File: src/rtl/wb_writer_if.sv
// wb_writer_if: ALU, long-latency, register-file write and decode bypass signals of wb_writer.
interface wb_writer_if #(
    parameter int DEPTH = 4
);
    logic                   alu_valid;
    logic [4:0]             alu_rd;
    logic [31:0]            alu_data;
    logic                   alu_stall;
    logic                   ll_valid;
    logic                   ll_ready;
    logic [4:0]             ll_rd;
    logic [31:0]            ll_data;
    logic [4:0]             wa;
    logic [31:0]            wd;
    logic                   w_en;
    logic [$clog2(DEPTH):0] ll_count;
    logic [4:0]             ra1;
    logic [4:0]             ra2;
    logic                   byp1_hit;
    logic [31:0]            byp1_data;
    logic                   byp2_hit;
    logic [31:0]            byp2_data;

    modport slave (
        input  alu_valid, alu_rd, alu_data, ll_valid, ll_rd, ll_data, ra1, ra2,
        output alu_stall, ll_ready, wa, wd, w_en, ll_count,
               byp1_hit, byp1_data, byp2_hit, byp2_data
    );

    modport master (
        output alu_valid, alu_rd, alu_data, ll_valid, ll_rd, ll_data, ra1, ra2,
        input  alu_stall, ll_ready, wa, wd, w_en, ll_count,
               byp1_hit, byp1_data, byp2_hit, byp2_data
    );
endinterface

File: src/rtl/wb_writer.sv
// wb_writer: register-file write port arbiter merging the ALU path and a long-latency FIFO.
// Define WB_BYPASS_EN to forward the in-flight write to the decode read addresses.
module wb_writer #(
    parameter int DEPTH      = 4,
    parameter int STARVE_MAX = 8
) (
    input logic         clk,
    input logic         rst_n,
    wb_writer_if.slave  io_wb
);
    localparam int              AW   = $clog2(DEPTH);
    localparam int              SW   = $clog2(STARVE_MAX + 1);
    localparam logic [AW:0]     FULL = (AW + 1)'(DEPTH);
    localparam logic [SW-1:0]   SMAX = SW'(STARVE_MAX);

    logic [4:0]     r_rd_mem   [DEPTH];
    logic [31:0]    r_data_mem [DEPTH];
    logic [AW-1:0]  r_wptr;
    logic [AW-1:0]  r_rptr;
    logic [AW:0]    r_count;
    logic [SW-1:0]  r_starve;
    logic [4:0]     r_wa;
    logic [31:0]    r_wd;
    logic           r_w_en;

    logic           w_alu_req;
    logic           w_fifo_req;
    logic           w_fifo_win;
    logic           w_alu_win;
    logic           w_push;
    logic [4:0]     w_head_rd;
    logic [31:0]    w_head_data;

    assign w_alu_req   = io_wb.alu_valid && io_wb.alu_rd != 5'd0;
    assign w_fifo_req  = r_count != '0;
    // Gated by rst_n so nothing is granted or stalled while reset is held.
    assign w_fifo_win  = rst_n && w_fifo_req && (!w_alu_req || r_starve == SMAX);
    assign w_alu_win   = rst_n && w_alu_req && !w_fifo_win;
    assign w_push      = io_wb.ll_valid && io_wb.ll_ready;
    assign w_head_rd   = r_rd_mem[r_rptr];
    assign w_head_data = r_data_mem[r_rptr];

    assign io_wb.alu_stall = w_alu_req && w_fifo_win;
    assign io_wb.ll_ready  = rst_n && r_count != FULL;
    assign io_wb.wa        = r_wa;
    assign io_wb.wd        = r_wd;
    assign io_wb.w_en      = r_w_en;
    assign io_wb.ll_count  = r_count;

    always_ff @(posedge clk) begin
        if (w_push) begin
            r_rd_mem[r_wptr]   <= io_wb.ll_rd;
            r_data_mem[r_wptr] <= io_wb.ll_data;
        end
    end

    always_ff @(posedge clk) begin
        if (!rst_n) begin
            r_wptr   <= '0;
            r_rptr   <= '0;
            r_count  <= '0;
            r_starve <= '0;
            r_wa     <= '0;
            r_wd     <= '0;
            r_w_en   <= 1'b0;
        end else begin
            if (w_push)
                r_wptr <= r_wptr + 1'b1;
            if (w_fifo_win)
                r_rptr <= r_rptr + 1'b1;
            r_count  <= r_count + (AW + 1)'(w_push) - (AW + 1)'(w_fifo_win);
            r_starve <= (w_fifo_win || !w_fifo_req) ? '0 :
                        (w_alu_win && r_starve != SMAX) ? r_starve + 1'b1 : r_starve;
            // A popped x0 entry still consumes the grant but never writes.
            r_w_en   <= w_fifo_win ? (w_head_rd != 5'd0) : w_alu_win;
            if (w_fifo_win && w_head_rd != 5'd0) begin
                r_wa <= w_head_rd;
                r_wd <= w_head_data;
            end else if (w_alu_win) begin
                r_wa <= io_wb.alu_rd;
                r_wd <= io_wb.alu_data;
            end
        end
    end

`ifdef WB_BYPASS_EN
    assign io_wb.byp1_hit  = r_w_en && r_wa != 5'd0 && r_wa == io_wb.ra1;
    assign io_wb.byp2_hit  = r_w_en && r_wa != 5'd0 && r_wa == io_wb.ra2;
    assign io_wb.byp1_data = r_wd;
    assign io_wb.byp2_data = r_wd;
`else
    logic w_unused;
    assign w_unused        = ^{io_wb.ra1, io_wb.ra2};
    assign io_wb.byp1_hit  = 1'b0;
    assign io_wb.byp2_hit  = 1'b0;
    assign io_wb.byp1_data = '0;
    assign io_wb.byp2_data = '0;
`endif
endmodule

File: src/flat_wrapper.sv
// flat-port wrapper written by rule: the top's interface ports become plain ports
module wb_writer_flat 
#(
    parameter int DEPTH      = 4,
    parameter int STARVE_MAX = 8
)
  (clk, rst_n, io_wb_alu_valid, io_wb_alu_rd, io_wb_alu_data, io_wb_ll_valid, io_wb_ll_rd, io_wb_ll_data, io_wb_ra1, io_wb_ra2, io_wb_alu_stall, io_wb_ll_ready, io_wb_wa, io_wb_wd, io_wb_w_en, io_wb_ll_count, io_wb_byp1_hit, io_wb_byp1_data, io_wb_byp2_hit, io_wb_byp2_data);
  wb_writer_if #(.DEPTH(DEPTH)) io_wb_i ();
  input logic clk;
  input logic rst_n;
  input wire logic [$bits(io_wb_i.alu_valid)-1:0] io_wb_alu_valid;
  input wire logic [$bits(io_wb_i.alu_rd)-1:0] io_wb_alu_rd;
  input wire logic [$bits(io_wb_i.alu_data)-1:0] io_wb_alu_data;
  input wire logic [$bits(io_wb_i.ll_valid)-1:0] io_wb_ll_valid;
  input wire logic [$bits(io_wb_i.ll_rd)-1:0] io_wb_ll_rd;
  input wire logic [$bits(io_wb_i.ll_data)-1:0] io_wb_ll_data;
  input wire logic [$bits(io_wb_i.ra1)-1:0] io_wb_ra1;
  input wire logic [$bits(io_wb_i.ra2)-1:0] io_wb_ra2;
  output wire logic [$bits(io_wb_i.alu_stall)-1:0] io_wb_alu_stall;
  output wire logic [$bits(io_wb_i.ll_ready)-1:0] io_wb_ll_ready;
  output wire logic [$bits(io_wb_i.wa)-1:0] io_wb_wa;
  output wire logic [$bits(io_wb_i.wd)-1:0] io_wb_wd;
  output wire logic [$bits(io_wb_i.w_en)-1:0] io_wb_w_en;
  output wire logic [$bits(io_wb_i.ll_count)-1:0] io_wb_ll_count;
  output wire logic [$bits(io_wb_i.byp1_hit)-1:0] io_wb_byp1_hit;
  output wire logic [$bits(io_wb_i.byp1_data)-1:0] io_wb_byp1_data;
  output wire logic [$bits(io_wb_i.byp2_hit)-1:0] io_wb_byp2_hit;
  output wire logic [$bits(io_wb_i.byp2_data)-1:0] io_wb_byp2_data;
  assign io_wb_i.alu_valid = io_wb_alu_valid;
  assign io_wb_i.alu_rd = io_wb_alu_rd;
  assign io_wb_i.alu_data = io_wb_alu_data;
  assign io_wb_i.ll_valid = io_wb_ll_valid;
  assign io_wb_i.ll_rd = io_wb_ll_rd;
  assign io_wb_i.ll_data = io_wb_ll_data;
  assign io_wb_i.ra1 = io_wb_ra1;
  assign io_wb_i.ra2 = io_wb_ra2;
  assign io_wb_alu_stall = io_wb_i.alu_stall;
  assign io_wb_ll_ready = io_wb_i.ll_ready;
  assign io_wb_wa = io_wb_i.wa;
  assign io_wb_wd = io_wb_i.wd;
  assign io_wb_w_en = io_wb_i.w_en;
  assign io_wb_ll_count = io_wb_i.ll_count;
  assign io_wb_byp1_hit = io_wb_i.byp1_hit;
  assign io_wb_byp1_data = io_wb_i.byp1_data;
  assign io_wb_byp2_hit = io_wb_i.byp2_hit;
  assign io_wb_byp2_data = io_wb_i.byp2_data;
  wb_writer #(.DEPTH(DEPTH), .STARVE_MAX(STARVE_MAX)) u_core (.clk(clk), .rst_n(rst_n), .io_wb(io_wb_i));
endmodule
File: config.mk
export PLATFORM = sky130hd
export DESIGN_NAME = wb_writer_flat
export DESIGN_NICKNAME = d
export VERILOG_FILES = /design/src/rtl/wb_writer_if.sv /design/src/rtl/wb_writer.sv /design/src/flat_wrapper.sv
export SDC_FILE = /design/constraint.sdc
export NUM_CORES = 1
export LEC_CHECK = 0
export ABC_AREA = 1
export BUFFER_PORTS_ARGS = -buffer_cell sky130_fd_sc_hd__buf_4
export CORE_ASPECT_RATIO = 0.9
export CORE_UTILIZATION = 58
export CTS_CLUSTER_SIZE = 24
export DETAILED_ROUTE_END_ITERATION = 7
export PLACE_DENSITY_LB_ADDON = 0.3
export SYNTH_ARGS = -nofsm -noshare
export SYNTH_HDL_FRONTEND = slang
export SYNTH_SLANG_ARGS = --single-unit
File: constraint.sdc
create_clock -name clk -period 6.4 [get_ports clk]
set_input_delay 0.64 -clock clk [delete_from_list [all_inputs] [get_ports clk]]
set_output_delay 0.64 -clock clk [all_outputs]
set_load 0.01 [all_outputs]
==> summary.md, run 1 <==
| Metric | Value |
|---|---|
| Run status | complete, no violations |
| Leak | about 4.1 nW |
| Die height | 118 µm |
| Synth Area in Simple Gates | 0.164 |
| Met3 routed WL | between 1 and 1.5 mm |
| Area of the mapped netlist | a little under 9000 µm² |
| CTS tree | done |
| Critical Path, Cell by Cell | clkinv_1 > nand3_1 > nand2_1 > nand2_1 > inv_1 > nand2_2 > nand3_1 > nand2_1 > a21oi_1 |
| Mux contribution to synthesized area | 0 |
| Fmax | 260 MHz |
| GRT overflow | 0 |
| Tmin final | 3850 ps |
| Die width | around 130 µm |
| CTS buffer count | 17 |
| DRC Markers | 0 |
| Cell variety after synth | 33 |
| CP Launch Type | register |
| # H-tree levels | 4 |
| XOR/XNOR Fraction of Synth Area | 0.00303 |
| Total die area | 15400 µm² |
| Top delay family on crit path | simple AND/OR/NAND/NOR gates |
| CP Class | register to register |
| Reg-to-reg slack, setup | 2550 ps |
| Main combinational cell family by area after synthesis | simple AND/OR/NAND/NOR gates |
| Cell Pwr Density | around 340 nW/µm² |
| Final Hold Fails | 0 |
| Hpwl dp | between 10 and 15 mm |
| Metal1 wirelength | 7.93 mm |
| Yosys warns | 0 |
| CP endpoint | u_core.io_wb.wd[23] |
| Share of cells above drive strength 1 | 0.185 |
| Measured slew at the worst slew-check pin | roughly 1100 ps |
| Register area share after synthesis | 0.631 |
| Post-synthesis compound-gate area fraction | 0.0830 |
| Critical R2R Capture | u_core.io_wb.wd[23] |
| Flops & latches, synth | 199 |
| Max_slew headroom | 0.253 |
| Final Max Slew Viols | 0 |
| Post-place instance area | roughly 9400 µm² |
| Drt wl/cell | 17.0 µm |
| Post-synthesis instance total | 809 |
| Initial Utilization | 0.605 |
| Port Buf Inserts | 120 |
| Vias post-DR | between 6000 and 7000 |
| Setup TNS | 0 ps |
| Via count of the first global-routing pass | ~5700 |
| DRT iter0 DRCs | between 500 and 600 |
| Ports | just under 200 |
| ANT nets after route | 0 |
| Share of the clock period used by the worst path | 0.601 |
| Routed vias/inst | 5.43 |
| RSZ-0062 raised after global routing | false |
| Post-CTS Hold Buffers | 0 |
| GRT Total Usage | 0.259 |
| First-pass GRT wire length | slightly below 30 mm |
| Area grow syn2layout | 15.3% |
| Initial antenna violation count | 0 |
| Hold Path Class | input port to register |
| Largest net degree at the start of global routing | 75 |
| Worst-path maximum fanout | 56 |
| Core Area | between 10000 and 15000 µm² |
| Nets | 1001 |
| Critical Path RT | 6700 ps |
| CP dominant cell by count | nand2_1 |
| DRT Wirelength | about 19 mm |
| Max-cap violations | 0 |
| Fraction of the mapped netlist area in adder cells | 0.0139 |
| WP depth | 9 |
| Root Driver | clkbuf_16 |
| Design Power | ~3.4 mW |
| Clock Skews | ~11 ps |
| GPL Wtd Cong | between 0.7 and 0.8 |
| CTS max path bufs | 2 |
| Number of cell rows | 41 |
| Resize count post-CTS | 0 |
| Post-CTS setup buffer count | 0 |
| Top routing layer in use | met4 |
| Clk Latency, worst-skew pair | about 440 ps |
| Crit-path slowest cell | dfxtp_2 |
| CP peak stage delay | roughly 1100 ps |
| Final instance area | roughly 10000 µm² |
| Mean Syn Cell Area | about 11 µm² |
| DR pass1 iterations | 5 |
| Worst VDD drop | 0.207 mV |
| Inserted Diodes | 0 |
| Register clock-pin slew on the reported worst setup and hold paths | 70 ps |
| Clk sink count | roughly 200 |
| Worst r2r path cells | 9 |
| CP arrival | approximately 4200 ps |
| Bufs and invs on worst path | 2 |
| Worst setup EP type | register |
| Detail Route met2 WL | slightly above 9 mm |
| Final setup fails | 0 |
[synth_stat cells, drive strengths merged]
cell / instances / area share
buf: 97 / 0.078
nor2: 45 / 0.020
nand2: 159 / 0.069
xnor2: 1 / 0.0010
a21oi: 43 / 0.025
o21ai: 34 / 0.020
dfxtp: 51 / 0.12
a31oi: 1 / 0.00072
o22a: 14 / 0.014
nor3: 1 / 0.00058
o22ai: 1 / 0.00072
xor2: 2 / 0.0020
or2: 1 / 0.00072
nand3b: 1 / 0.00087
ha: 8 / 0.012
edfxtp: 148 / 0.51
clkinv: 1 / 0.00043
nand4: 19 / 0.014
fa: 1 / 0.0023
inv: 41 / 0.018
conb: 1 / 0.00043
o21bai: 1 / 0.0022
a32o: 18 / 0.021
clkbuf: 20 / 0.0087
nand3: 100 / 0.058
[cell type report]
type / count / area (µm²)
clock buffer: 23 / 468
inverter: 42 / 158
tap: 193 / 241
clock inverter: 9 / 125
multi-input combinational: 516 / 2570
fill: 1105 / 4320
sequential: 199 / 5470
timing repair buffer: 128 / 961
[cells by family (layout without fill, tap and decap cells)]
logic type,Yosys count,after routing
XOR/XNOR,3,3
AO/OA/AOI/OAI,112,112
other,1,66
flip-flops,199,199
AND/OR/NAND/NOR,326,326
adder cells (fa/ha/maj),9,9
buffers and inverters,159,202
[where the power goes]
group / switching (mW) / total [mW] / internal (mW)
clock network: 0.441 / 1.07 / 0.633
registers: 0.0649 / 1.57 / 1.51
logic: 0.447 / 0.729 / 0.282
[metrics by stage]
step / instances / setup slack [ps] / hold WS, ps / util
after CTS: 1110 / 2570 / 388 / 0.698
after floorplan: 874 / 2890 / 430 / -
after global routing: 1110 / 2260 / 392 / 0.698
after detailed placement: 1078 / 2240 / 451 / 0.656
after global placement: 1078 / 2330 / 441 / 0.656
final: 1110 / 2550 / 399 / 0.698
[flip-flops by register name (all words and copies together), names as in the netlist, named ones only]
name and count:
u_core.io_wb.ll_count 3, u_core.io_wb.w_en 1, u_core.io_wb.wa 5, u_core.io_wb.wd 32
u_core.r_data_mem 128, u_core.r_rd_mem 20, u_core.r_rptr 2, u_core.r_starve 4
u_core.r_wptr 2
[per-layer routing]
| metal | up-vias | track usage |
|---|---|---|
| li1 | 2875 | - |
| met1 | 2849 | 0.339 |
| met2 | 288 | 0.423 |
| met3 | 19 | 0.0532 |
| met4 | 0 | 0.0984 |
| met5 | - | 0 |
[cell usage in the layout (no fill, tap or decap), types with 8 or more instances in the layout]
master	netlist	final
ha_1	8	8
nand2_1	157	156
o22a_1	14	14
clkbuf_16	0	17
a21oi_1	43	43
o21ai_0	32	32
nand3_1	99	99
edfxtp_1	148	148
buf_4	72	128
nor2_1	44	40
conb_1	1	66
dfxtp_1	51	49
inv_1	39	39
a32o_1	18	18
nand4_1	19	19
[how the worst min path moves through the flow]
stage / slack [ps] / endpoint / start / depth (start not counted)
after global placement: 440 / register / u_core.r_rptr[1] / 2
after global routing: 390 / u_core.r_rd_mem[2][3] / io_wb_ll_rd[3] / 1
final: 400 / u_core.r_data_mem[3][11] / io_wb_ll_data[11] / 1
after floorplan: 430 / u_core.r_starve[0] / u_core.r_starve[0] / 1
after detailed placement: 450 / register / u_core.r_rptr[1] / 2
after CTS: 390 / u_core.r_data_mem[1][11] / io_wb_ll_data[11] / 1
Note: power is estimated with default switching activity, not from simulation.
==> run 2: changes to the inputs <==
--- a/config.mk
+++ b/config.mk
@@ -8,7 +8,7 @@
 export ABC_AREA = 1
 export BUFFER_PORTS_ARGS = -buffer_cell sky130_fd_sc_hd__buf_4
 export CORE_ASPECT_RATIO = 0.9
-export CORE_UTILIZATION = 58
+export CORE_UTILIZATION = 49
 export CTS_CLUSTER_SIZE = 24
 export DETAILED_ROUTE_END_ITERATION = 7
 export PLACE_DENSITY_LB_ADDON = 0.3
==> constraint.sdc (replaced) <==
create_clock -name clk -period 3.2 [get_ports clk]
set_input_delay 0.32 -clock clk [delete_from_list [all_inputs] [get_ports clk]]
set_output_delay 0.32 -clock clk [all_outputs]
set_load 0.01 [all_outputs]
==> run 2 against run 1 <==
Compared with the run above: setup slack worse by 1700 ps; largest cell class unchanged; largest power group unchanged; total power is 99% higher; register-to-register slack worse by 1700 ps.
==> summary.md, run 2 (synthesized netlist as in run 1, its figures left out) <==
| Metric | Value |
|---|---|
| Port Buf Inserts | 120 (unchanged) |
| Die height | 128 µm (+8.6%) |
| Top routing layer in use | met4 |
| Hold Path Class | input port to register |
| CTS buffer count | 17 (unchanged) |
| Routed vias/inst | 5.22 (-4.0%) |
| Tmin final | 2330 ps (-1520 ps) |
| Worst VDD drop | 0.412 mV (+99%) |
| CP Class | register to register |
| Setup TNS | 0 ps (unchanged) |
| Most frequent cells in the layout | nand2_1, edfxtp_1, buf_4 |
| Post-CTS setup buffer count | 0 (unchanged) |
| Initial Utilization | 0.508 (-0.0975) |
| Share of the clock period used by the worst path | 0.728 (+0.127) |
| Resize count post-CTS | 0 (unchanged) |
| Final Hold Fails | 0 (unchanged) |
| Register clock-pin slew on the reported worst setup and hold paths | 80 ps (about the same) |
| Inserted Diodes | 0 (unchanged) |
| Max_slew headroom | 0.572 (+0.319) |
| Dpl cells | 1136 (+5.4%) |
| Post-CTS Hold Buffers | 0 (unchanged) |
| Worst setup EP type | register |
| DR pass1 iterations | 5 (unchanged) |
| Area grow syn2layout | 17.5% |
| Clock Skews | 15.2 ps (+3.90 ps) |
| Share of cells above drive strength 1 | 0.205 (+0.0193) |
| Pre-CTS setup slack | 867 ps (-1380 ps) |
| GPL Wtd Cong | 0.743 (+0.51%) |
| GRT overflow | 0 (unchanged) |
| Finished Layout Cells | 1168 (+5.2%) |
| Commonest non-fill, non-tap cell in the layout | nand2_1 |
| Run status | complete, no violations |
| Top delay family on crit path | adder cells |
| Vias post-DR | 6095 (+1.1%) |
| Design Power | 6.73 mW (+99%) |
| CP Launch Type | register |
| Reg-to-reg slack, setup | 870 ps (-1680 ps) |
| First-pass GRT wire length | 29.2 mm (-1.3%) |
| Worst-path maximum fanout | 4 (-93%) |
| Post-place instance area | 9590 µm² (+2.1%) |
| DRT Wirelength | 19.1 mm (+1.4%) |
| Max-cap violations | 0 (unchanged) |
| CP dominant cell by count | ha_1 |
| Via count of the first global-routing pass | 5396 (-4.9%) |
| Clk sink count | 199 (unchanged) |
| DRT iter0 DRCs | 568 (-2.4%) |
| Worst Min Path Start | io_wb_ll_data[8] |
| ANT nets after route | 0 (unchanged) |
| Storage cell area | 5470 µm² (unchanged) |
| GRT Total Usage | 0.217 (-0.0424) |
| Bufs and invs on worst path | 3 (+1) |
| Initial antenna violation count | 0 (unchanged) |
| Critical Path, Cell by Cell | inv_1 > ha_1 > nand3b_1 > nand3_1 > nand2_1 > clkinv_1 > ha_1 > inv_1 > ha_1 > fa_1 > or2_2 > a21oi_1 |
| # H-tree levels | 4 (unchanged) |
| Worst r2r path cells | 12 (+3) |
| Max reg flops | 128 (unchanged) |
| CP arrival | 2700 ps (-1450 ps) |
| Area taken by multi-input logic gates | 2570 µm² (unchanged) |
| Largest net degree at the start of global routing | 57 (-24%) |
| Detail Route met2 WL | 8.86 mm (-3.6%) |
| Leak | 4.18 nW (+1.9%) |
| RSZ-0062 raised after global routing | false |
| Total die area | 18200 µm² (+18%) |
| Cell Pwr Density | 662 nW/µm² (+96%) |
| Die width | 142 µm (+8.7%) |
| Ports | 197 (unchanged) |
| Clk Latency, worst-skew pair | 440 ps (about the same) |
| CTS max path bufs | 2 (unchanged) |
| Critical Path RT | 3570 ps (-3130 ps) |
| Number of cell rows | 45 (+9.8%) |
| Measured slew at the worst slew-check pin | 641 ps (-479 ps) |
| Fmax | 429 MHz (+65%) |
| Drt wl/cell | 16.4 µm (-3.6%) |
| Worst setup margin | 869 ps (-1680 ps) |
| Hpwl dp | 11.8 mm (+10%) |
| CP peak stage delay | 380 ps (-680 ps) |
| Final Max Slew Viols | 0 (unchanged) |
| Hold path depth | 1 (unchanged) |
| Crit-path slowest cell | dfxtp_1 |
| Filler Cells Inserted | 1452 (+31%) |
| Met3 routed WL | 1.46 mm (-0.81%) |
| DRC Markers | 0 (unchanged) |
| Final instance area | 10200 µm² (+1.9%) |
| Metal1 wirelength | 8.38 mm (+5.7%) |
| Nets | 1017 (+1.6%) |
| Core Area | 17100 µm² (+19%) |
| Critical R2R Capture | u_core.io_wb.ll_count[2] |
| Root Driver | clkbuf_16 |
| Final setup fails | 0 (unchanged) |
| CTS tree | done |
| Hold Crit Endpoint | u_core.r_data_mem[3][8] |
| Reg-to-Reg Start | u_core.r_starve[0] |
| Biggest register | u_core.r_data_mem |
[run 2: changes by cell type in the layout (fill, tap and decap cells not counted), sizes merged]
cell      before  now
clkinvlp       1    3
clkbuf        23   17
bufinv         3    1
buf          128  144
inv           41   47
[run 2: cell type report]
cell class | count | area share
Clock inverter | 15 | 0.0159
Multi-Input combinational cell | 516 | 0.252
Inverter | 42 | 0.0155
Sequential cell | 199 | 0.537
Clock buffer | 17 | 0.0418
Tap cell | 235 | 0.0289
Timing Repair Buffer | 144 | 0.109
[run 2: worst max path at each step]
stage,to,slack [ps],depth (start not counted),from
3_5_place_dp,u_core.io_wb.ll_count[2],870,12,io_wb_alu_rd[4]
2_1_floorplan,u_core.r_data_mem[0][0],6,6,rst_n
5_1_grt,u_core.io_wb.ll_count[2],690,12,u_core.r_starve[0]
3_3_place_gp,u_core.io_wb.ll_count[2],880,12,io_wb_alu_rd[4]
6_report,u_core.io_wb.ll_count[2],870,12,u_core.r_starve[0]
4_1_cts,u_core.io_wb.ll_count[2],850,12,u_core.r_starve[0]
[run 2: routing by layer]
| layer | vias to the layer above | global-route usage |
|---|---|---|
| met5 | - | 0 |
| met4 | 0 | 0.0892 |
| met3 | 31 | 0.0448 |
| met2 | 290 | 0.343 |
| met1 | 2863 | 0.292 |
| li1 | 2911 | - |
[run 2: stage by stage]
| step | hold slack, ps | utilization |
|---|---|---|
| global route | 63.6 | 0.597 |
| CTS | 63.7 | 0.597 |
| detailed placement | 448 | 0.562 |
| floorplan | 419 | - |
| finish | 78.7 | 0.597 |
| global placement | 442 | 0.562 |
[run 2: worst register-to-register path: cells and delay by family, from the launching register on]
| kind | cells | cell delay (ps) |
|---|---|---|
| AO/OA/AOI/OAI | 1 | 110 |
| adder cells (fa/ha/maj) | 4 | 1020 |
| buffers and inverters | 3 | 190 |
| flip-flops | 1 | 380 |
| AND/OR/NAND/NOR | 4 | 580 |
[run 2: power breakdown]
part | switching (mW) | internal, mW
clock network | 0.990 | 1.11
logic | 0.912 | 0.595
registers | 0.114 | 3.02
total | 2.02 | 4.72
